`src/rtl/fetch_align.sv`:
```
// Realigns word-aligned fetch words into single RVC or 32-bit instructions.
// Holds up to three 16-bit parcels; stale words from before a redirect are dropped by PC match.
module fetch_align #(
    parameter logic [63:0] RESET_PC = 64'h0000_0000_8000_0000
) (
    input  logic        clk,
    input  logic        rst_n,
    input  logic        flush,
    input  logic [63:0] flush_pc,
    input  logic        fetch_valid,
    input  logic [63:0] fetch_pc,
    input  logic [31:0] fetch_data,
    output logic        fetch_ready,
    output logic        out_valid,
    output logic [63:0] out_pc,
    output logic [31:0] out_instr,
    output logic        out_compressed,
    input  logic        out_ready
);

    logic [2:0][15:0] hw;
    logic [1:0]       count;
    logic [63:0]      head_pc;
    logic [63:0]      exp_pc;
    logic             skip_lo;

    logic        match, room, accept, fire, is_c;
    logic [1:0]  pop_n, push_n;
    logic [2:0]  rem;
    logic [47:0] pushed, remaining, keep_mask, hw_next;
    logic [63:0] head_next;
    logic        unused_flush_bit;

    assign unused_flush_bit = flush_pc[0];

    assign match       = fetch_pc[63:2] == exp_pc[63:2];
    assign room        = count <= 2'd1;
    assign fetch_ready = !flush && (room || !match);
    assign accept      = fetch_valid && fetch_ready && match;

    // Gated by count so an empty queue never claims to hold a compressed parcel.
    assign is_c           = (count != 2'd0) && (hw[0][1:0] != 2'b11);
    assign out_valid      = !flush && (count >= 2'd2 || (count == 2'd1 && is_c));
    assign out_instr      = is_c ? {16'h0, hw[0]} : {hw[1], hw[0]};
    assign out_pc         = head_pc;
    assign out_compressed = is_c;

    assign fire   = out_valid && out_ready;
    assign pop_n  = !fire ? 2'd0 : (is_c ? 2'd1 : 2'd2);
    assign push_n = !accept ? 2'd0 : (skip_lo ? 2'd1 : 2'd2);
    assign rem    = {1'b0, count} - {1'b0, pop_n};

    // Pop by shifting down, then append pushed parcels directly behind the survivors.
    always_comb begin
        pushed = 48'h0;
        if (accept)
            pushed = skip_lo ? {32'h0, fetch_data[31:16]} : {16'h0, fetch_data};
        remaining = hw >> {pop_n, 4'b0};
        keep_mask = ~(48'hFFFF_FFFF_FFFF << {rem, 4'b0});
        hw_next   = (remaining & keep_mask) | (pushed << {rem, 4'b0});
    end

    always_comb begin
        head_next = head_pc;
        if (accept && rem == 3'd0)
            head_next = fetch_pc + (skip_lo ? 64'd2 : 64'd0);
        else if (fire)
            head_next = head_pc + (is_c ? 64'd2 : 64'd4);
    end

    always_ff @(posedge clk or negedge rst_n) begin
        if (!rst_n) begin
            hw      <= '0;
            count   <= 2'd0;
            head_pc <= {RESET_PC[63:1], 1'b0};
            exp_pc  <= {RESET_PC[63:2], 2'b00};
            skip_lo <= RESET_PC[1];
        end else if (flush) begin
            count   <= 2'd0;
            exp_pc  <= {flush_pc[63:2], 2'b00};
            skip_lo <= flush_pc[1];
        end else begin
            hw      <= hw_next;
            count   <= count - pop_n + push_n;
            head_pc <= head_next;
            if (accept) begin
                exp_pc  <= exp_pc + 64'd4;
                skip_lo <= 1'b0;
            end
        end
    end

endmodule

```
`config.mk`:
```
export PLATFORM = sky130hd
export DESIGN_NAME = fetch_align
export DESIGN_NICKNAME = d
export VERILOG_FILES = /design/src/rtl/fetch_align.sv
export SDC_FILE = /design/constraint.sdc
export NUM_CORES = 1
export LEC_CHECK = 0
export CELL_PAD_IN_SITES_DETAIL_PLACEMENT = 0
export CELL_PAD_IN_SITES_GLOBAL_PLACEMENT = 1
export CORE_ASPECT_RATIO = 1.4
export CORE_UTILIZATION = 39
export CTS_BUF_LIST = sky130_fd_sc_hd__clkbuf_4
export DETAILED_ROUTE_END_ITERATION = 8
export MAX_ROUTING_LAYER = met4
export PLACE_DENSITY = 0.9
export SYNTH_ARGS = -nofsm -noshare
export SYNTH_HDL_FRONTEND = slang
export SYNTH_SLANG_ARGS = --single-unit
export TNS_END_PERCENT = 100
```
`constraint.sdc`:
```
create_clock -name clk -period 4.6 [get_ports clk]
set_clock_uncertainty 0.2 [all_clocks]
set_input_delay 0.92 -clock clk [delete_from_list [all_inputs] [get_ports clk]]
set_output_delay 0.92 -clock clk [all_outputs]
set_load 0.1 [all_outputs]
```
==> results.cfg, run 1 <==
[die]
dieArea_um2 = 32900
fp.coreArea_um2 = 31600
start_util_pct = 39.71
io_pins = 264
num_rows = 77
die_x_um = 153.6
die_h_um = 214.2

[drt]
ant_nets = 0
dr_total_vias = 11980
drc_errors = 0
wl_per_cell_um = 19.16
drtPass1Iterations = 5
viasPerCell = 5.503
drt-initial-drc-count = 721
routed_wirelength_mm = 41.70

[status]
status = complete, no violations

[logic_synthesis]
synthesis.nets = 1699
ys_warn_count = 0
syn_inst = 1523
synth_edf_count = 0
syn_avg_cell_area_um2 = 8.238
synth.area.top_cells = dfrtp_1, xnor2_1, xor2_1
async_flop_share_pct = 100.0
synth_flop_cell = dfrtp_1
synth_commonest_cells = nand2_1, dfrtp_1, xnor2_1, nor2_1, a21oi_1
synth_top_area_share_pct = 34.90
yosysMostFrequentCell = nand2_1
synth_seq_cells = 177
yosysSeqAreaShare_pct = 35.32
netlist_area_um2 = 12550
yosysTopAreaCell = dfrtp_1
ys_types = 50

[timing]
rsz0062_at_grt = false
setup_violations = 0
period_needed_ns = 4.320
relSlewSlack_pct = 30.24
hold_viol_final = 0
slew_viol_final = 0
fmax_ghz = 0.2315
timing.final.ws_setup_ns = 0.2803
fin_crit_sh_pct = 93.91
max_slew.worst_pin.slew_ns = 1.043
setup_tns_ns = 0

[critical_path]
cp.required_ns = 3.48
critPathMaxFanout = 5
crit_path_start_kind = input port
worstSetupEndpointType = output pin
cp-startpoint = fetch_pc[59]
crit_arrival_ns = 3.20
crit_path_cell_trace = clkdlybuf4s50_1 -> xnor2_1 -> nand4_1 -> nor4_2 -> and4_1 -> buf_4 -> a21oi_1 -> buf_12
reg2regPathDepth = 8
cp_top_family = buffers and inverters
cpMaxStageDelayCell = clkdlybuf4s50_1
path_class = input port to output pin
cp_num_buf_inv = 3
cp_num_cells = 8
r2r-start = count[1]$_DFF_PN0_
max_stage_delay_ns = 0.54

[clock_tree]
cts_root_buf = clkbuf_4
cts_setup_buffers = 0
cts_buffer_depth = 2
clk_pin_slew_ns = 0.14
ctsHoldBuffers = 0
cts_buffers = 17
htreeDepth = 4
cts_resized = 0
clock_latency_ns = 0.64
clock-sinks = 177
cts_tree = done

[cells_and_area]
fin_area_um2 = 15930
multi_input_area_um2 = 7505
n_fill_cell = 3056
finalNetCount = 1941
seq_area_um2 = 4432
syn_to_final_growth_pct = 26.93
post-route-util_pct = 50.40
drive_above_1_share_pct = 8.211

[grt]
grt_pass1_vias = 11880
grt_pass1_wl_mm = 65.66
antenna_found_initial = 3
grt_usage_pct = 26.55
grt_max_degree = 78
gr-total-overflow = 0

[power]
power.density_nw_per_um2 = 202.5
total_power_mw = 3.226
peakVddDrop_mv = 0.1240
p_leak_nw = 6.323

[flow_run]
max_cap_viol_count = 0

[placement]
io_buffer_count = 262
hpwl_mm = 31.45
placed_area_um2 = 15650
dpl_worst_slack_ns = 0.1713
gp_congestion = 0.9665

[worst_hold_path]
hold_path.class = input port to asynchronous set/reset pin
==> worst register-to-register path, stage by stage (launching register included) <==
cell	delay, ns
dfrtp_1	0.50
o21ai_2	0.59
buf_4	0.33
nand2_1	0.12
fa_1	0.60
nor2b_2	0.49
nand4b_1	0.32
buf_4	0.30
o21ai_0	0.20
==> layout by cell type, fill, tap and decap left out, types with 16 or more instances in the layout <==
master           instances
nand4_1                 63
clkbuf_4                17
inv_1                   51
nand2_1                206
nand3_1                 86
nor2_1                 116
o21ai_0                 75
mux2i_1                 38
dfrtp_1                175
nor3_1                  51
o211ai_1                16
a21oi_1                109
mux2_2                  25
buf_4                   67
clkdlybuf4s50_1        241
xor2_1                  94
and3_1                  30
and4_1                  24
xnor2_1                151
and2_1                  21
==> report_power, final <==
group / internal [mW] / leakage [nW] / total, mW / switching, mW
Combinational: 0.304 / 3.91 / 0.623 / 0.319
Sequential: 1.61 / 2.27 / 1.70 / 0.0854
Clock: 0.316 / 0.138 / 0.907 / 0.591
==> flip-flops by register name, indices dropped and copies added, names as in the netlist <==
| register | count |
|---|---|
| hw | 48 |
| out_pc | 64 |
| exp_pc | 62 |
| skip_lo | 1 |
| count | 2 |
==> area by class of cell <==
class / instances / area share, %
multi-input cells: 1204 / 47.12
inverters: 51 / 1.202
diodes: 3 / 0.04714
clock inverters: 15 / 0.8956
clock buffers: 17 / 0.8013
repair buffers: 314 / 19.00
well taps: 395 / 3.103
flip-flops and latches: 177 / 27.83
==> final timing paths <==
| check | end | slack [ns] |
|---|---|---|
| max in group asynchronous | exp_pc[31]$_DFFE_PN1P_ | 3.13 |
| max | fetch_ready | 0.28 |
| min | out_pc[56]$_DFFE_PN0P_ | 0.10 |
| min in group clk | hw[3]$_DFFE_PN0N_ | 0.31 |
| max reg2reg | hw[0]$_DFFE_PN0N_ | 0.85 |
| min reg2reg | hw[3]$_DFFE_PN0N_ | 0.31 |
==> per-stage QoR <==
stage	hold slack, ns	instances
after floorplan	0.2637	1523
after global placement	0.2868	2141
after detailed placement	0.2914	2141
after CTS	0.08013	2173
after global routing	0.1036	2176
final	0.1003	2176
==> cells by family (layout without fill, tap and decap cells) <==
kind of cell	after synthesis	in the layout	synth area share [%]
other	0	3	0
AND/OR/NAND/NOR	646	646	25.56
AO/OA/AOI/OAI	239	239	10.52
multiplexers	63	63	5.275
adder cells (fa/ha/maj)	11	11	1.217
flip-flops	177	177	35.32
buffers and inverters	142	397	5.006
XOR/XNOR	245	245	17.10
==> routing by layer <==
layer | share of wire, % | global-route usage (%)
met5 | 0 | -
met1 | 38 | 29.42
met3 | 6.2 | 4.345
met4 | 4.8 | 14.97
met2 | 51 | 45.09
(Power assumes the default switching activity.)
==> inputs of run 2 (changes only) <==
--- a/config.mk
+++ b/config.mk
@@ -9,9 +9,9 @@
 export CELL_PAD_IN_SITES_GLOBAL_PLACEMENT = 1
 export CORE_ASPECT_RATIO = 1.4
-export CORE_UTILIZATION = 39
+export CORE_UTILIZATION = 36
 export CTS_BUF_LIST = sky130_fd_sc_hd__clkbuf_4
 export DETAILED_ROUTE_END_ITERATION = 8
 export MAX_ROUTING_LAYER = met4
-export PLACE_DENSITY = 0.9
+export PLACE_DENSITY = 0.88
 export SYNTH_ARGS = -nofsm -noshare
 export SYNTH_HDL_FRONTEND = slang
==> constraint.sdc (replaced) <==
create_clock -name clk -period 3.7 [get_ports clk]
set_clock_uncertainty 0.2 [all_clocks]
set_input_delay 0.74 -clock clk [delete_from_list [all_inputs] [get_ports clk]]
set_output_delay 0.74 -clock clk [all_outputs]
set_load 0.01 [all_outputs]
==> results.cfg, run 2 (same netlist as run 1, synthesis figures left out) <==
[cells_and_area]
largest_reg_flops = 64
finalNetCount = 2034
drive_above_1_share_pct = 12.51
syn_to_final_growth_pct = 34.13
final_common_cell = clkdlybuf4s50_1
finalNonFillerCells = 2327
fin_area_um2 = 16830
n_fill_cell = 3309
post-route-util_pct = 49.16
layout_common_cells = clkdlybuf4s50_1, nand2_1, dfrtp_1, xnor2_1, buf_4

[timing]
period_needed_ns = 3.618
setup_violations = 0
max_slew.worst_pin.slew_ns = 0.7559
relSlewSlack_pct = 49.14
fmax_ghz = 0.2764
hold_viol_final = 0
fin_crit_sh_pct = 97.79
hold_ws_ns = 0.3298
rsz0062_at_grt = false
slew_viol_final = 0

[drt]
drc_errors = 0
drtPass1Iterations = 5
ant_nets = 0
dr_total_vias = 12300
viasPerCell = 5.286
wl_per_cell_um = 18.52
drt-initial-drc-count = 784
routed_wirelength_mm = 43.10

[grt]
grt_max_degree = 71
grt_use_met3_pct = 4.183
grt_util_met1_pct = 27.78
antenna_found_initial = 4
use_met2_pct = 43.06
grt_pass1_wl_mm = 67.40
gr-total-overflow = 0
grt-busiest-layer = met2
grt_pass1_vias = 12360
grt_usage_pct = 25.31

[power]
peakVddDrop_mv = 0.1789
p_int_mw = 2.920
pwr-share-seq_pct = 50.1
p_switching_mw = 1.292
power.density_nw_per_um2 = 250.2
p_leak_nw = 6.832
p_comb_share_pct = 19.7
total_power_mw = 4.211
pwr-share-clk_pct = 30.1
sw_frac_of_total_pct = 30.67

[critical_path]
reg2regPathDepth = 13
crit_path_cell_trace = clkdlybuf4s50_1 -> xnor2_2 -> nand4_1 -> nor4_2 -> and4_4 -> buf_4 -> a21oi_1 -> buf_2
max_stage_delay_ns = 0.49
crit_path_start_kind = input port
critPathMaxFanout = 2
r2r-end = hw[44]$_DFFE_PN0N_
cp.required_ns = 2.76
r2r_setup_slack_ns = 0.28
r2r-start = count[0]$_DFF_PN0_
path_class = input port to output pin
worstSetupEndpointType = output pin
crit_arrival_ns = 2.68
cpMaxStageDelayCell = clkdlybuf4s50_1

[clock_tree]
clock_latency_ns = 0.66
cts_root_buf = clkbuf_4
cts_buffer_depth = 2
htreeDepth = 4
clk_pin_slew_ns = 0.17
cts_tree = done
cts_buffers = 17
clock-sinks = 177

[flow_run]
max_cap_viol_count = 0

[status]
status = complete, no violations

[die]
die_h_um = 222.9
start_util_pct = 36.65
die_x_um = 159.8
num_rows = 80
dieArea_um2 = 35610
fp.coreArea_um2 = 34230
io_pins = 264

[placement]
gp_congestion = 0.9480
io_buffer_count = 262
hpwl_mm = 33.34
placed_area_um2 = 16430
placed_cells = 2288

[worst_hold_path]
hold_path.class = flop to flop
hold_path_depth = 2
hp-start = hw[3]$_DFFE_PN0N_
whs_endpoint = hw[3]$_DFFE_PN0N_
-- run 2: cell count changes in the layout (fill, tap and decap cells not counted), sizes merged, moves of 3 or more --
cell / before / now
inv: 52 / 55
clkdlybuf4s50: 241 / 254
clkinv: 9 / 6
buf: 73 / 147
dlymetal6s2s: 0 / 3
-- run 2: power by group through the flow --
stage	registers, mW	clock network (mW)	logic, mW
after floorplan	2.11	0	0.331
after global placement	2.14	0	0.813
after detailed placement	2.14	0	0.822
after CTS	2.11	1.31	0.831
after global routing	2.12	1.36	0.893
final	2.11	1.27	0.832
-- run 2: routing by layer --
layer | part of all wire [%] | up-vias
met5 | 0 | -
met2 | 51 | 457
li1 | - | 5926
met4 | 5.5 | 0
met3 | 6.1 | 120
met1 | 37 | 5798
-- run 2: through the flow --
step	setup WS [ns]	setup TNS, ns
2_1_floorplan	0.05062	0
3_3_place_gp	-0.4489	-8.090
3_5_place_dp	-0.4965	-13.30
4_1_cts	0.003809	0
5_1_grt	0.000008660	0
6_report	0.08188	0
-- run 2: how the worst max path moves through the flow --
| stage | slack, ns | depth (start not counted) | end | startpoint |
|---|---|---|---|---|
| 6_report | 0.08 | 8 | fetch_ready | fetch_pc[11] |
| 5_1_grt | 0.000009 | 9 | fetch_ready | fetch_pc[10] |
| 4_1_cts | 0.004 | 8 | fetch_ready | fetch_pc[19] |
| 3_5_place_dp | -0.50 | 14 | count[1]$_DFF_PN0_ | fetch_pc[14] |
| 3_3_place_gp | -0.45 | 15 | count[1]$_DFF_PN0_ | fetch_pc[57] |
| 2_1_floorplan | 0.05 | 14 | hw[43]$_DFFE_PN0N_ | flush |
-- run 2: repair_timing --
action	in CTS	in global routing
pin swaps	5	3
hold buffers	1	0
buffers inserted	1	0
hold endpoints to repair	67	0
setup endpoints to repair	1	7
resized for setup	11	8
-- run 2: critical path: cells and delay by family --
| kind | cells | cell delay (ns) |
|---|---|---|
| and+or+nand+nor | 3 | 0.84 |
| buffers and inverters | 3 | 0.77 |
| xor gates and xnor gates | 1 | 0.26 |
| AOI/OAI and AO/OA | 1 | 0.05 |
-- run 2: area by class of cell --
type	count	area (µm²)	share of cell area [%]
clock inverter	15	182.7	1.085
tap	451	564.3	3.353
inverter	51	191.4	1.137
timing repair buffer	407	3762	22.36
clock buffer	17	127.6	0.7583
sequential	177	4434	26.35
multi-input combinational	1204	7555	44.89
antenna	5	12.51	0.07434
==> inputs of run 3 (changes only) <==
Settings changed: CORE_UTILIZATION 36 to 39, PLACE_DENSITY 0.88 to 0.9.
Clock period 3.7 ns to 4.05 ns, I/O delays scaled along.
==> results.cfg, run 3 (same netlist as run 1, synthesis figures left out) <==
[critical_path]
crit_path_start_kind = input port
reg2regPathDepth = 10
r2r_setup_slack_ns = 0.33
worstSetupEndpointType = output pin
critPathMaxFanout = 4
r2r-end = hw[23]$_DFFE_PN0N_
cpMaxStageDelayCell = clkdlybuf4s50_1
r2r-start = count[0]$_DFF_PN0_
crit_path_cell_trace = clkdlybuf4s50_1 -> xnor2_2 -> buf_4 -> nand4_1 -> nor4_4 -> and4_4 -> a21oi_1 -> dlygate4sd2_1
crit_arrival_ns = 2.97
cp.required_ns = 3.04
max_stage_delay_ns = 0.50
cp_num_buf_inv = 3
path_class = input port to output pin
cp-startpoint = fetch_pc[59]
cp_num_cells = 8
cp_top_family = buffers and inverters
crit_end = fetch_ready

[clock_tree]
cts_setup_buffers = 0
cts_tree = done
cts_buffer_depth = 2
cts_buffers = 17
clock_latency_ns = 0.66
clk_pin_slew_ns = 0.17
htreeDepth = 4
cts_root_buf = clkbuf_4
clock-sinks = 177

[drt]
ant_nets = 0
drtPass1Iterations = 6
viasPerCell = 5.410
routed_wirelength_mm = 43.14
wl_per_cell_um = 19.10
drt-initial-drc-count = 667
drc_errors = 0
dr_total_vias = 12220

[power]
p_leak_nw = 6.748
peakVddDrop_mv = 0.1625
power.density_nw_per_um2 = 229.8
total_power_mw = 3.824

[die]
die_h_um = 214.2
start_util_pct = 39.71
io_pins = 264
num_rows = 77
fp.coreArea_um2 = 31600
dieArea_um2 = 32900
die_x_um = 153.6

[cells_and_area]
n_fill_cell = 2973
largest_reg_flops = 64
syn_to_final_growth_pct = 32.63
final_common_cell = clkdlybuf4s50_1
seq_area_um2 = 4432
layout_common_cells = clkdlybuf4s50_1, nand2_1, dfrtp_1, xnor2_1, buf_4
finalNetCount = 2024
drive_above_1_share_pct = 11.39
multi_input_area_um2 = 7541

[placement]
gp_congestion = 0.9585
hpwl_mm = 33.04
io_buffer_count = 262

[grt]
grt_usage_pct = 27.27
grt_pass1_vias = 12000
antenna_found_initial = 2
grt_max_degree = 83
grt_pass1_wl_mm = 67.15
gr-total-overflow = 0

[timing]
hold_viol_final = 0
slew_viol_final = 0
relSlewSlack_pct = 43.98
max_slew.worst_pin.slew_ns = 0.8403
fmax_ghz = 0.2515
setup_violations = 0
setup_tns_ns = 0
period_needed_ns = 3.976
rsz0062_at_grt = false
fin_crit_sh_pct = 98.16

[worst_hold_path]
hold_path.class = flop to flop

[flow_run]
max_cap_viol_count = 0

[status]
status = complete, no violations
run 3: cell count changes in the layout (fill, tap and decap cells not counted), moves of 3 or more:
cell,previous run,this run
clkinv_1,0,3
diode_2,5,2
buf_4,141,132
clkdlybuf4s50_1,254,258
clkinv_2,4,0
run 3: layout make-up:
class                           count  area share (%)
Clock buffer                       19          0.8571
Antenna cell                        2         0.03008
Multi-Input combinational cell   1204           45.32
Timing Repair Buffer              397           22.09
Tap cell                          395           2.970
Inverter                           51           1.150
Sequential cell                   177           26.63
Clock inverter                     13          0.9549
run 3: power breakdown:
part	switching (mW)	internal (mW)	leakage, nW
registers	0.0984	1.83	2.27
clock network	0.693	0.442	0.153
logic	0.362	0.400	4.32
total	1.15	2.67	6.75
run 3: how the worst min path moves through the flow:
stage	endpoint	cells after the start	start
2_1_floorplan	hw[15]$_DFFE_PN0N_	2	hw[15]$_DFFE_PN0N_
3_3_place_gp	hw[6]$_DFFE_PN0N_	2	hw[6]$_DFFE_PN0N_
3_5_place_dp	hw[15]$_DFFE_PN0N_	2	hw[15]$_DFFE_PN0N_
4_1_cts	hw[15]$_DFFE_PN0N_	2	hw[15]$_DFFE_PN0N_
5_1_grt	out_pc[0]$_DFFE_PN0P_	1	out_pc[0]$_DFFE_PN0P_
6_report	hw[15]$_DFFE_PN0N_	2	hw[15]$_DFFE_PN0N_
run 3: through the flow:
| stage | utilization [%] | hold WS, ns | setup slack [ns] | cell area [µm²] | cells |
|---|---|---|---|---|---|
| after floorplan | - | 0.2637 | 0.08667 | 12550 | 1523 |
| after global placement | 51.50 | 0.2890 | -0.2362 | 16270 | 2223 |
| after detailed placement | 51.50 | 0.2893 | -0.2952 | 16270 | 2223 |
| after CTS | 52.55 | 0.3206 | 0.01828 | 16610 | 2256 |
| after global routing | 52.66 | 0.3580 | 0.01199 | 16640 | 2258 |
| final | 52.66 | 0.3180 | 0.07438 | 16640 | 2258 |
run 3: worst min-delay path, stage by stage, from the launching register on:
cell and delay [ns]:
dfrtp_1 0.37, a21oi_1 0.06, o21ai_0 0.06
run 3: timing repair:
| item | 4_1_cts | 5_1_grt |
|---|---|---|
| gates resized for setup | 5 | 5 |
| hold endpoints to repair | 37 | 0 |
| setup endpoints to repair | 1 | 2 |
| hold buffers | 1 | 0 |
| pin swaps | 1 | 1 |
run 3: per-layer routing:
| layer | GRT usage [%] | wire, µm | vias up |
|---|---|---|---|
| li1 | - | - | 5911 |
| met1 | 31.62 | 17440 | 5835 |
| met2 | 47.18 | 22160 | 398 |
| met3 | 3.133 | 1897 | 71 |
| met4 | 12.03 | 1641 | 0 |
| met5 | - | 0 | - |
